--- config.mk ---
export PLATFORM = sky130hd
export DESIGN_NAME = seq_mult
export DESIGN_NICKNAME = d
export VERILOG_FILES = /design/src/rtl/seq_mult.sv
export SDC_FILE = /design/constraint.sdc
export NUM_CORES = 1
export LEC_CHECK = 0
export ABC_AREA = 1
export BUFFER_PORTS_ARGS = -buffer_cell sky130_fd_sc_hd__buf_2
export CAP_MARGIN = 20
export CORE_MARGIN = 5
export CORE_UTILIZATION = 53
export CTS_BUF_LIST = sky130_fd_sc_hd__clkbuf_16
export DETAILED_ROUTE_END_ITERATION = 6
export PLACE_DENSITY = 0.76
export SETUP_SLACK_MARGIN = 0.15
export SLEW_MARGIN = 20
export SYNTH_ARGS = -nofsm -noshare
export SYNTH_HDL_FRONTEND = slang
export SYNTH_SLANG_ARGS = --single-unit
--- constraint.sdc ---
create_clock -name clk -period 2.26 [get_ports clk]
set_input_delay 0.452 -clock clk [delete_from_list [all_inputs] [get_ports clk]]
set_output_delay 0.452 -clock clk [all_outputs]
set_load 0.005 [all_outputs]
--- src/rtl/seq_mult.sv ---
// Sequential shift-add multiplier: WIDTH-cycle iteration between valid/ready handshakes.
// Optional two's-complement operands when SEQ_MULT_SIGNED_EN is defined.
module seq_mult #(
  parameter int WIDTH = 8,
  parameter int CNT_W = $clog2(WIDTH + 1)
) (
  input  logic                 clk,
  input  logic                 rst_n,
  input  logic                 in_valid,
  output logic                 in_ready,
  input  logic [WIDTH-1:0]     a,
  input  logic [WIDTH-1:0]     b,
  output logic                 out_valid,
  input  logic                 out_ready,
  output logic [2*WIDTH-1:0]   p,
  output logic                 busy
);

  typedef enum logic [1:0] {
    IDLE = 2'd0,
    RUN  = 2'd1,
    DONE = 2'd2
  } state_t;

  localparam logic [CNT_W-1:0] CNT_ZERO = CNT_W'(0);
  localparam logic [CNT_W-1:0] CNT_ONE  = CNT_W'(1);
  localparam logic [CNT_W-1:0] CNT_LAST = CNT_W'(WIDTH - 1);

  state_t               state_r;
  state_t               state_s;
  logic [WIDTH-1:0]     mcand_r;
  logic [WIDTH-1:0]     mplier_r;
  logic [2*WIDTH-1:0]   acc_r;
  logic [2*WIDTH-1:0]   acc_s;
  logic [2*WIDTH-1:0]   addend_s;
  logic [2*WIDTH-1:0]   result_s;
  logic [2*WIDTH-1:0]   p_r;
  logic [CNT_W-1:0]     cnt_r;
  logic                 in_ready_r;
  logic                 out_valid_r;
  logic                 busy_r;
  logic                 accept_s;
  logic                 last_s;
  logic [WIDTH-1:0]     a_cap_s;
  logic [WIDTH-1:0]     b_cap_s;

`ifdef SEQ_MULT_SIGNED_EN
  logic                 sign_r;

  // Two's-complement magnitude; the most negative value maps to 2^(WIDTH-1) unsigned.
  function automatic logic [WIDTH-1:0] magnitude(input logic [WIDTH-1:0] v);
    logic [WIDTH-1:0] m;
    if (v[WIDTH-1]) begin
      m = (~v) + {{(WIDTH-1){1'b0}}, 1'b1};
    end else begin
      m = v;
    end
    return m;
  endfunction

  // Operand magnitudes captured at acceptance.
  always_comb begin
    a_cap_s = magnitude(a);
    b_cap_s = magnitude(b);
  end

  // Final product with sign restored.
  always_comb begin
    if (sign_r) begin
      result_s = (~acc_s) + {{(2*WIDTH-1){1'b0}}, 1'b1};
    end else begin
      result_s = acc_s;
    end
  end

  // Result sign register, loaded with the operands.
  always_ff @(posedge clk or negedge rst_n) begin
    if (!rst_n) begin
      sign_r <= 1'b0;
    end else if (accept_s) begin
      sign_r <= a[WIDTH-1] ^ b[WIDTH-1];
    end else begin
      sign_r <= sign_r;
    end
  end
`else
  // Unsigned operands are captured as presented.
  always_comb begin
    a_cap_s  = a;
    b_cap_s  = b;
    result_s = acc_s;
  end
`endif

  // Partial product for the current iteration and the updated accumulator.
  always_comb begin
    if (mplier_r[0]) begin
      addend_s = {{WIDTH{1'b0}}, mcand_r} << cnt_r;
    end else begin
      addend_s = {(2*WIDTH){1'b0}};
    end
    acc_s = acc_r + addend_s;
  end

  // Next-state logic; accept only while in_ready is already asserted.
  always_comb begin
    state_s  = state_r;
    accept_s = 1'b0;
    last_s   = 1'b0;
    case (state_r)
      IDLE: begin
        if (in_valid && in_ready_r) begin
          accept_s = 1'b1;
          state_s  = RUN;
        end else begin
          state_s  = IDLE;
        end
      end
      RUN: begin
        if (cnt_r == CNT_LAST) begin
          last_s  = 1'b1;
          state_s = DONE;
        end else begin
          state_s = RUN;
        end
      end
      DONE: begin
        if (out_ready) begin
          state_s = IDLE;
        end else begin
          state_s = DONE;
        end
      end
      default: begin
        state_s = IDLE;
      end
    endcase
  end

  // State register.
  always_ff @(posedge clk or negedge rst_n) begin
    if (!rst_n) begin
      state_r <= IDLE;
    end else begin
      state_r <= state_s;
    end
  end

  // Handshake and status flags are registered from the next state.
  always_ff @(posedge clk or negedge rst_n) begin
    if (!rst_n) begin
      in_ready_r  <= 1'b0;
      out_valid_r <= 1'b0;
      busy_r      <= 1'b0;
    end else begin
      in_ready_r  <= (state_s == IDLE);
      out_valid_r <= (state_s == DONE);
      busy_r      <= (state_s == RUN);
    end
  end

  // Shift-add datapath.
  always_ff @(posedge clk or negedge rst_n) begin
    if (!rst_n) begin
      mcand_r  <= {WIDTH{1'b0}};
      mplier_r <= {WIDTH{1'b0}};
      acc_r    <= {(2*WIDTH){1'b0}};
      cnt_r    <= CNT_ZERO;
    end else if (accept_s) begin
      mcand_r  <= a_cap_s;
      mplier_r <= b_cap_s;
      acc_r    <= {(2*WIDTH){1'b0}};
      cnt_r    <= CNT_ZERO;
    end else if (state_r == RUN) begin
      mcand_r  <= mcand_r;
      mplier_r <= {1'b0, mplier_r[WIDTH-1:1]};
      acc_r    <= acc_s;
      cnt_r    <= cnt_r + CNT_ONE;
    end else begin
      mcand_r  <= mcand_r;
      mplier_r <= mplier_r;
      acc_r    <= acc_r;
      cnt_r    <= cnt_r;
    end
  end

  // Product register: loaded on the final step, held through backpressure and after handoff.
  always_ff @(posedge clk or negedge rst_n) begin
    if (!rst_n) begin
      p_r <= {(2*WIDTH){1'b0}};
    end else if (last_s) begin
      p_r <= result_s;
    end else begin
      p_r <= p_r;
    end
  end

  assign in_ready  = in_ready_r;
  assign out_valid = out_valid_r;
  assign busy      = busy_r;
  assign p         = p_r;

endmodule

==> impl_metrics.ini, run 1 <==
[outcome]
outcome = finished, violations left
violations = setup timing

[pwr]
power_frac_comb_pct = 60.0
intPower_mw = 4.74
switching_share_pct = 43.6
pwr-share-seq_pct = 21.5
ir_worst_vdd_mv = 0.929
leakage_nw = 2.54
power_switching_mw = 3.66
finalPower_mw = 8.40
clkPwrFrac_pct = 18.5
cellPowerDensity_nw_per_um2 = 1650

[yosys]
yosysSeqAreaShare_pct = 40.2
syn_avg_cell_area_um2 = 7.58
syn-cell-area_um2 = 3550
ys_async_sr_fraction_pct = 100
synth_top_cell_area_share_pct = 40.2
yosys-top-cells-count = nand2_1, dfrtp_1, nand3_1
synth.largest_area_cell = dfrtp_1
synthCells = 468
ys_seq_elements = 57
synth.most_common_cell = nand2_1
synth-edff-count = 0
synth_flop_cell = dfrtp_1
ys_types = 40
yosysWarningCount = 0
synthesis.nets = 505
synthTopCellsByArea = dfrtp_1, nand2_1, ha_1

[placement]
place_hpwl_um = 6450
gp_congestion = 0.997
dp_cells = 615
pre_cts_slack_ns = -0.191
io_buffers = 38
placed_area_um2 = 4110

[detailed_routing]
dr.pass1.iters = 5
drt_iter0_drc = 215
drt-total-wl_um = 10700
drtAntennaViolNets = 0
via_count = 3617
avgRoutedWirePerCell_um = 16.5
viasPerCell = 5.60
drc = 0

[die]
die_w_um = 91.8
start_util_pct = 55.3
die_y_um = 91.8
rows = 29
coreArea_um2 = 6420
io-pin-count = 39
die_area_um2 = 8430

[cells_and_area]
ff_latch_area_um2 = 1430
diodes = 0
fin_area_um2 = 5080
final_cell_count_no_fill = 646
drive_above_1_share_pct = 44.5
fillCellCount = 400
area_delta_synth_final_pct = 43.1
nets = 601
multi_input_area_um2 = 2380

[clocking]
cts_tree = yes
htree_levels = 3
cts_buffer_depth = 2
clk_latency_ns = 0.33
path_clk_slew_ns = 0.05
cts_sinks = 57
tritoncts.num_buffers = 9
cts_root_buf = clkbuf_16

[global_routing]
grt_max_degree = 27
grt_overflow = 0
grt_pass1_vias = 3399
grt_pass1_wl_um = 15600
antenna_found_initial = 0
grt_usage_pct = 23.0

[critical_path]
cp.arrival_ns = 2.73
end_kind = register
critPathMaxFanout = 7
worstPathRequired_ns = 2.48
start_kind = register
critical_path_class = reg2reg

[sta]
setup_viol = 24
maxSlewViolCount = 0
post-route-period-util_pct = 111
relSlewSlack_pct = 65.6
finalCriticalPeriod_ns = 2.51
fmax_ghz = 0.398
tightest_slew_ns = 0.512
rsz0062_at_grt = true
skew_ns = 0.00350
fin_ws_ns = -0.253
finalHoldViolCount = 0

[run]
cap_violations = 0

[worst_hold_path]
hold_class = in2async
[final timing paths]
path | start | end | slack, ns | cells after the start
max | cnt_r[0] | p[15] | -0.25 | 18
min | rst_n | p[2] | 0.06 | 1
max reg2reg | cnt_r[0] | p[15] | -0.25 | 18
min reg2reg | p[13] | p[13] | 0.48 | 2
max in group asynchronous | rst_n | cnt_r[3] | 1.55 | 2
min in group clk | out_ready | out_valid | 0.30 | 2
[flip-flops by register name, summed over array words and instances, names as in the netlist]
name and count:
in_ready 1, mcand_r 8, busy 1, p 16
cnt_r 4, out_valid 1, state_r 2, mplier_r 8
acc_r 16
[critical path: stages, from the launching register on]
cell	delay (ns)
dfrtp_2	0.48
buf_4	0.17
nand2_1	0.06
nand2_1	0.07
nand2_1	0.08
o21ai_2	0.07
buf_4	0.13
nand2_1	0.05
a31oi_1	0.07
ha_1	0.41
nand2_2	0.10
inv_2	0.08
buf_4	0.11
and3_4	0.20
nand2_2	0.06
nand2_2	0.07
nand3_2	0.08
nand3_2	0.07
nand2_1	0.05
[power by group through the flow]
stage               clock (mW)  combinational, mW  sequential (mW)
floorplan                    0               2.38             1.69
global placement             0               3.49             1.74
detailed placement           0               3.57             1.75
CTS                       1.55               3.99             1.76
global route              1.62               5.46             1.86
finish                    1.55               5.04             1.81
[cell families after synthesis]
family                   Yosys count  synth area share [%]
AO/OA/AOI/OAI                     79                  12.4
XOR/XNOR                           8                  1.97
buffers and inverters             55                  7.33
AND/OR/NAND/NOR                  252                  31.9
adder cells (fa/ha/maj)           17                  6.21
flip-flops                        57                  40.2
[routing by layer]
metal | track usage [%] | share of wire (%) | wire [um] | up-vias
met5 | 0 | 0 | 0 | -
met4 | 11.1 | 3.5 | 369 | 0
met2 | 37.8 | 49 | 5230 | 156
met1 | 28.5 | 40 | 4300 | 1690
met3 | 5.56 | 7.1 | 760 | 41
li1 | - | - | - | 1730
[cell usage in the layout (no fill, tap or decap), types with 3 or more instances in the layout]
cell type | synthesis | layout
nand2_1 | 157 | 126
buf_4 | 1 | 58
dfrtp_1 | 57 | 55
nand2_2 | 11 | 38
buf_2 | 5 | 38
inv_1 | 34 | 28
nand3_1 | 36 | 25
o21ai_0 | 32 | 20
nand3_2 | 7 | 18
o21ai_1 | 16 | 17
nor2_1 | 24 | 13
o21ai_2 | 3 | 11
a21oi_2 | 2 | 10
clkbuf_16 | 0 | 9
nor2_2 | 0 | 8
ha_1 | 16 | 8
inv_2 | 2 | 7
ha_4 | 0 | 6
nor2_4 | 2 | 5
nand4_1 | 4 | 4
nand2_4 | 0 | 4
a21oi_4 | 0 | 4
nand3b_1 | 4 | 4
buf_6 | 4 | 4
inv_4 | 2 | 3
o21ai_4 | 0 | 3
o22ai_1 | 5 | 3
xnor2_2 | 0 | 3
clkinv_2 | 0 | 3
bufinv_16 | 0 | 3
[through the flow]
| step | hold slack, ns | utilization (%) | setup TNS [ns] |
|---|---|---|---|
| 3_3_place_gp | 0.403 | 64.0 | -2.32 |
| 2_1_floorplan | 0.156 | - | 0 |
| 3_5_place_dp | 0.410 | 64.0 | -3.13 |
| 5_1_grt | 0.0922 | 79.0 | -7.34 |
| 6_report | 0.0574 | 79.0 | -4.61 |
| 4_1_cts | 0.0652 | 72.5 | -1.54 |
[area by class of cell]
cell class                 instances  share of cell area [%]
clock buffer                       9                    4.44
clock inverter                     7                    2.14
inverter                          39                    3.13
multi-input combinational        356                    46.9
sequential                        57                    28.1
tap                               77                    1.90
timing repair buffer             100                    13.2
timing repair inverter             1                   0.148
[repair_timing]
item / 4_1_cts / 5_1_grt
setup endpoints to repair: 26 / 28
pin swaps: 27 / 44
setup buffers: 6 / 8
gates cloned: 0 / 1
resized for setup: 39 / 88
hold buffers: 0 / 0
(Power assumes the default switching activity.)
==> run 2: changes to the inputs <==
CORE_UTILIZATION = 40   (was 53)
PLACE_DENSITY = not set   (was 0.76)
==> impl_metrics.ini, run 2 (same netlist as run 1, synthesis figures left out) <==
[outcome]
outcome = finished, violations left
violations = setup timing

[clocking]
cts_buffer_depth = 2
cts_hold_buf = 0
path_clk_slew_ns = 0.06
cts_tree = yes
cts_sinks = 57
tritoncts.num_buffers = 9
clk_latency_ns = 0.33
htree_levels = 3
cts_root_buf = clkbuf_16

[sta]
rsz0062_at_grt = true
setup_viol = 21
maxSlewViolCount = 0
finalCriticalPeriod_ns = 2.49
fmax_ghz = 0.402
skew_ns = 0.00677
tightest_slew_ns = 0.499
relSlewSlack_pct = 66.4
finalHoldViolCount = 0
post-route-period-util_pct = 110
setup_tns_ns = -2.44
fin_ws_ns = -0.229

[pwr]
clkPwrFrac_pct = 19.2
ir_worst_vdd_mv = 0.825
leakage_nw = 2.56
power_switching_mw = 3.56
pwr-share-seq_pct = 21.5
switching_share_pct = 42.7
intPower_mw = 4.77
finalPower_mw = 8.33
power_frac_comb_pct = 59.3
cellPowerDensity_nw_per_um2 = 1600

[cells_and_area]
final_cell_count_no_fill = 683
layout.cells.most_common = nand2_1
nets = 607
postLayoutCoreUtil_pct = 60.0
layout_common_cells = nand2_1, buf_4, dfrtp_1
diodes = 0
drive_above_1_share_pct = 43.5
area_delta_synth_final_pct = 46.7

[detailed_routing]
drt_iter0_drc = 157
viasPerCell = 5.07
drtAntennaViolNets = 0
avgRoutedWirePerCell_um = 14.7
drc = 0
drt-total-wl_um = 10000
via_count = 3463
dr.pass1.iters = 4

[placement]
gp_congestion = 0.871
place_hpwl_um = 6980
io_buffers = 38
dp_cells = 651

[global_routing]
grt_pass1_vias = 3521
grt_pass1_wl_um = 16400
grt_max_degree = 27
antenna_found_initial = 0
grt_usage_pct = 18.3
grt_overflow = 0

[critical_path]
timing.reg2reg.setup_slack_ns = -0.23
r2r_end = p[15]
start_kind = register
end_kind = register
critPathMaxFanout = 6
worstPathRequired_ns = 2.48
cp.arrival_ns = 2.71
ff2ff_path_depth = 16
r2r-start = cnt_r[0]
critical_path_class = reg2reg
startpoint = cnt_r[0]
crit_path_end = p[15]

[die]
start_util_pct = 40.9
io-pin-count = 39
die_w_um = 104
die_y_um = 104
rows = 34
coreArea_um2 = 8680
die_area_um2 = 10900

[run]
cap_violations = 0

[worst_hold_path]
hold_class = in2async
==> run 2: power by group through the flow <==
| stage | registers (mW) | clock network [mW] | logic, mW |
|---|---|---|---|
| 3_5_place_dp | 1.76 | 0 | 3.69 |
| 6_report | 1.79 | 1.60 | 4.94 |
| 3_3_place_gp | 1.75 | 0 | 3.63 |
| 2_1_floorplan | 1.69 | 0 | 2.38 |
| 4_1_cts | 1.76 | 1.61 | 4.31 |
| 5_1_grt | 1.85 | 1.66 | 5.44 |
==> run 2: critical path: stages (launching register included) <==
cell and delay [ns]:
dfrtp_2 0.46, or2_4 0.28, o21ai_4 0.07, nand2_2 0.09, nand2_2 0.08, nand2_2 0.06, o21ai_4 0.09, o32ai_2 0.12
ha_1 0.36, nand2_2 0.09, inv_1 0.05, a21oi_2 0.16, nand2_2 0.08, a21oi_2 0.13, nand3_2 0.12, nand3_2 0.08
nand2_1 0.04
==> run 2: final cells by class <==
type	instances	area, um2
fillers	757	3470
multi-input cells	356	2390
flip-flops and latches	57	1430
repair buffers	106	739
clock buffers	9	225
inverters	39	159
well taps	108	135
clock inverters	7	119
repair inverters	1	7.51
==> run 2: how the worst min path moves through the flow <==
stage          cells past startpoint        to  startpoint
6_report                           1      p[0]       rst_n
3_3_place_gp                       1      p[0]       rst_n
3_5_place_dp                       1      p[0]       rst_n
2_1_floorplan                      0  acc_r[0]       rst_n
5_1_grt                            1      p[0]       rst_n
4_1_cts                            1      p[0]       rst_n
==> run 2: through the flow <==
stage	cell area [um2]	hold slack (ns)	setup WS, ns
2_1_floorplan	3570	0.156	0.0694
3_3_place_gp	4200	0.375	-0.266
3_5_place_dp	4200	0.373	-0.251
4_1_cts	4910	0.0193	-0.162
5_1_grt	5200	0.0364	-0.434
6_report	5200	0.0122	-0.229
==> run 2: timing repair <==
action / in CTS / in global routing
setup endpoints to repair: 26 / 28
pin swaps: 58 / 38
gates cloned: 1 / 0
setup buffers: 9 / 6
gates resized for setup: 71 / 50
==> run 2: layer usage <==
metal	up-vias	share of wire, %	wire length (um)	track usage, %
li1	1748	-	-	-
met3	23	3.8	385	3.48
met5	-	0	0	0
met4	0	3.0	305	8.23
met2	76	47	4720	29.8
met1	1616	46	4610	23.7
==> run 3: changes to the inputs <==
REMOVE_ABC_BUFFERS = 1   (was not set)
==> impl_metrics.ini, run 3 (same netlist as run 1, synthesis figures left out) <==
[global_routing]
use_met1_pct = 22.9
antenna_found_initial = 0
grt_pass1_vias = 3442
grt_overflow = 0
grt_use_met3_pct = 3.04
grt_usage_pct = 18.3
grt_pass1_wl_um = 16300
grt_busiest_layer = met2
grt_max_degree = 39
use_met2_pct = 31.1

[placement]
place_hpwl_um = 7010
pre_cts_slack_ns = -0.483
gp_congestion = 0.881
io_buffers = 38

[pwr]
power_frac_comb_pct = 58.7
power_switching_mw = 3.28
cellPowerDensity_nw_per_um2 = 1590
leakage_nw = 2.61
intPower_mw = 4.73
switching_share_pct = 40.9
ir_worst_vdd_mv = 0.717
pwr-share-seq_pct = 22.0
clkPwrFrac_pct = 19.3
finalPower_mw = 8.02

[cells_and_area]
diodes = 0
layout.cells.most_common = nand2_1
ff_latch_area_um2 = 1430
drive_above_1_share_pct = 39.2
nets = 622
postLayoutCoreUtil_pct = 58.1
multi_input_area_um2 = 2130
layout_common_cells = nand2_1, buf_4, dfrtp_1
area_delta_synth_final_pct = 42.2
fillCellCount = 793

[outcome]
violations = setup timing
outcome = finished, violations left

[detailed_routing]
viasPerCell = 5.02
drt-total-wl_um = 9630
drc = 0
dr.pass1.iters = 5
avgRoutedWirePerCell_um = 13.8
drt_iter0_drc = 124
via_count = 3498
drtAntennaViolNets = 0

[critical_path]
critical_path_class = reg2reg
critPathMaxFanout = 6
cp.arrival_ns = 2.81
startpoint = cnt_r[0]
end_kind = register
start_kind = register
worstPathRequired_ns = 2.48
r2r-start = cnt_r[0]

[sta]
finalCriticalPeriod_ns = 2.59
tightest_slew_ns = 0.481
fmax_ghz = 0.386
rsz0062_at_grt = true
skew_ns = 0.00649
fin_ws_ns = -0.330
relSlewSlack_pct = 67.9
post-route-period-util_pct = 115
setup_viol = 24
finalHoldViolCount = 0
maxSlewViolCount = 0

[die]
start_util_pct = 40.9
rows = 34
die_y_um = 104
die_w_um = 104
coreArea_um2 = 8680
die_area_um2 = 10900
io-pin-count = 39

[clocking]
cts_tree = yes
cts_sinks = 57
tritoncts.num_buffers = 9
cts_root_buf = clkbuf_16
path_clk_slew_ns = 0.05
cts_hold_buf = 0
clk_latency_ns = 0.33
htree_levels = 3
cts_buffer_depth = 2

[run]
cap_violations = 0

[worst_hold_path]
hold_class = in2async
run 3: changes by cell type in the layout (fill, tap and decap cells not counted), sizes merged:
| cell | before | now |
|---|---|---|
| inv | 39 | 38 |
| buf | 106 | 121 |
run 3: repair_timing:
action | CTS | global route
pin swaps | 19 | 45
endpoints found under the setup margin | 28 | 30
gates cloned | 1 | 0
buffers inserted | 8 | 11
resized for setup | 34 | 50
run 3: stage by stage:
step | std cells | area, um2 | hold slack [ns] | TNS [ns]
2_1_floorplan | 452 | 3440 | 0.156 | -2.56
3_3_place_gp | 662 | 4260 | 0.435 | -6.48
3_5_place_dp | 662 | 4260 | 0.443 | -8.11
4_1_cts | 686 | 4770 | 0.0923 | -4.17
5_1_grt | 697 | 5050 | 0.126 | -9.10
6_report | 697 | 5050 | 0.0772 | -5.02
run 3: final cells by class:
cell class                      count  area share (%)
Clock buffer                        9            4.46
Inverter                           39            3.17
Timing Repair inverter              1           0.149
Multi-Input combinational cell    356            42.3
Tap cell                          108            2.68
Timing Repair Buffer              121            16.8
Clock inverter                      6            2.13
Sequential cell                    57            28.3
run 3: power groups by stage:
stage | clock (mW) | sequential (mW) | combinational (mW)
3_3_place_gp | 0 | 1.73 | 3.75
2_1_floorplan | 0 | 1.75 | 2.13
6_report | 1.55 | 1.77 | 4.70
5_1_grt | 1.61 | 1.82 | 5.21
3_5_place_dp | 0 | 1.75 | 3.81
4_1_cts | 1.57 | 1.75 | 4.15
run 3: layer usage:
layer	vias to the layer above	wire length, um	part of all wire, %
met3	22	407	4.2
met4	0	284	3.0
met5	-	0	0
met1	1637	4280	44
met2	68	4660	48
li1	1771	-	-
run 3: critical path: stages, from the launching register on:
cell        delay [ns]
dfrtp_2           0.45
clkinvlp_4        0.16
buf_6             0.14
o21ai_4           0.15
o21ai_1           0.10
o21ai_2           0.17
nor2_1            0.09
ha_1              0.36
nand2_1           0.09
nand2_1           0.07
a21oi_2           0.19
nand2_4           0.10
a21oi_2           0.15
nand3_2           0.11
nand3_2           0.08
nand2_1           0.05
run 3: worst paths after layout:
path | cells after the start | end | slack [ns]
max | 15 | acc_r[15] | -0.33
min | 1 | p[5] | 0.08
max reg2reg | 15 | acc_r[15] | -0.33
min reg2reg | 2 | p[8] | 0.47
max in group asynchronous | 2 | cnt_r[0] | 1.60
min in group clk | 2 | out_valid | 0.31
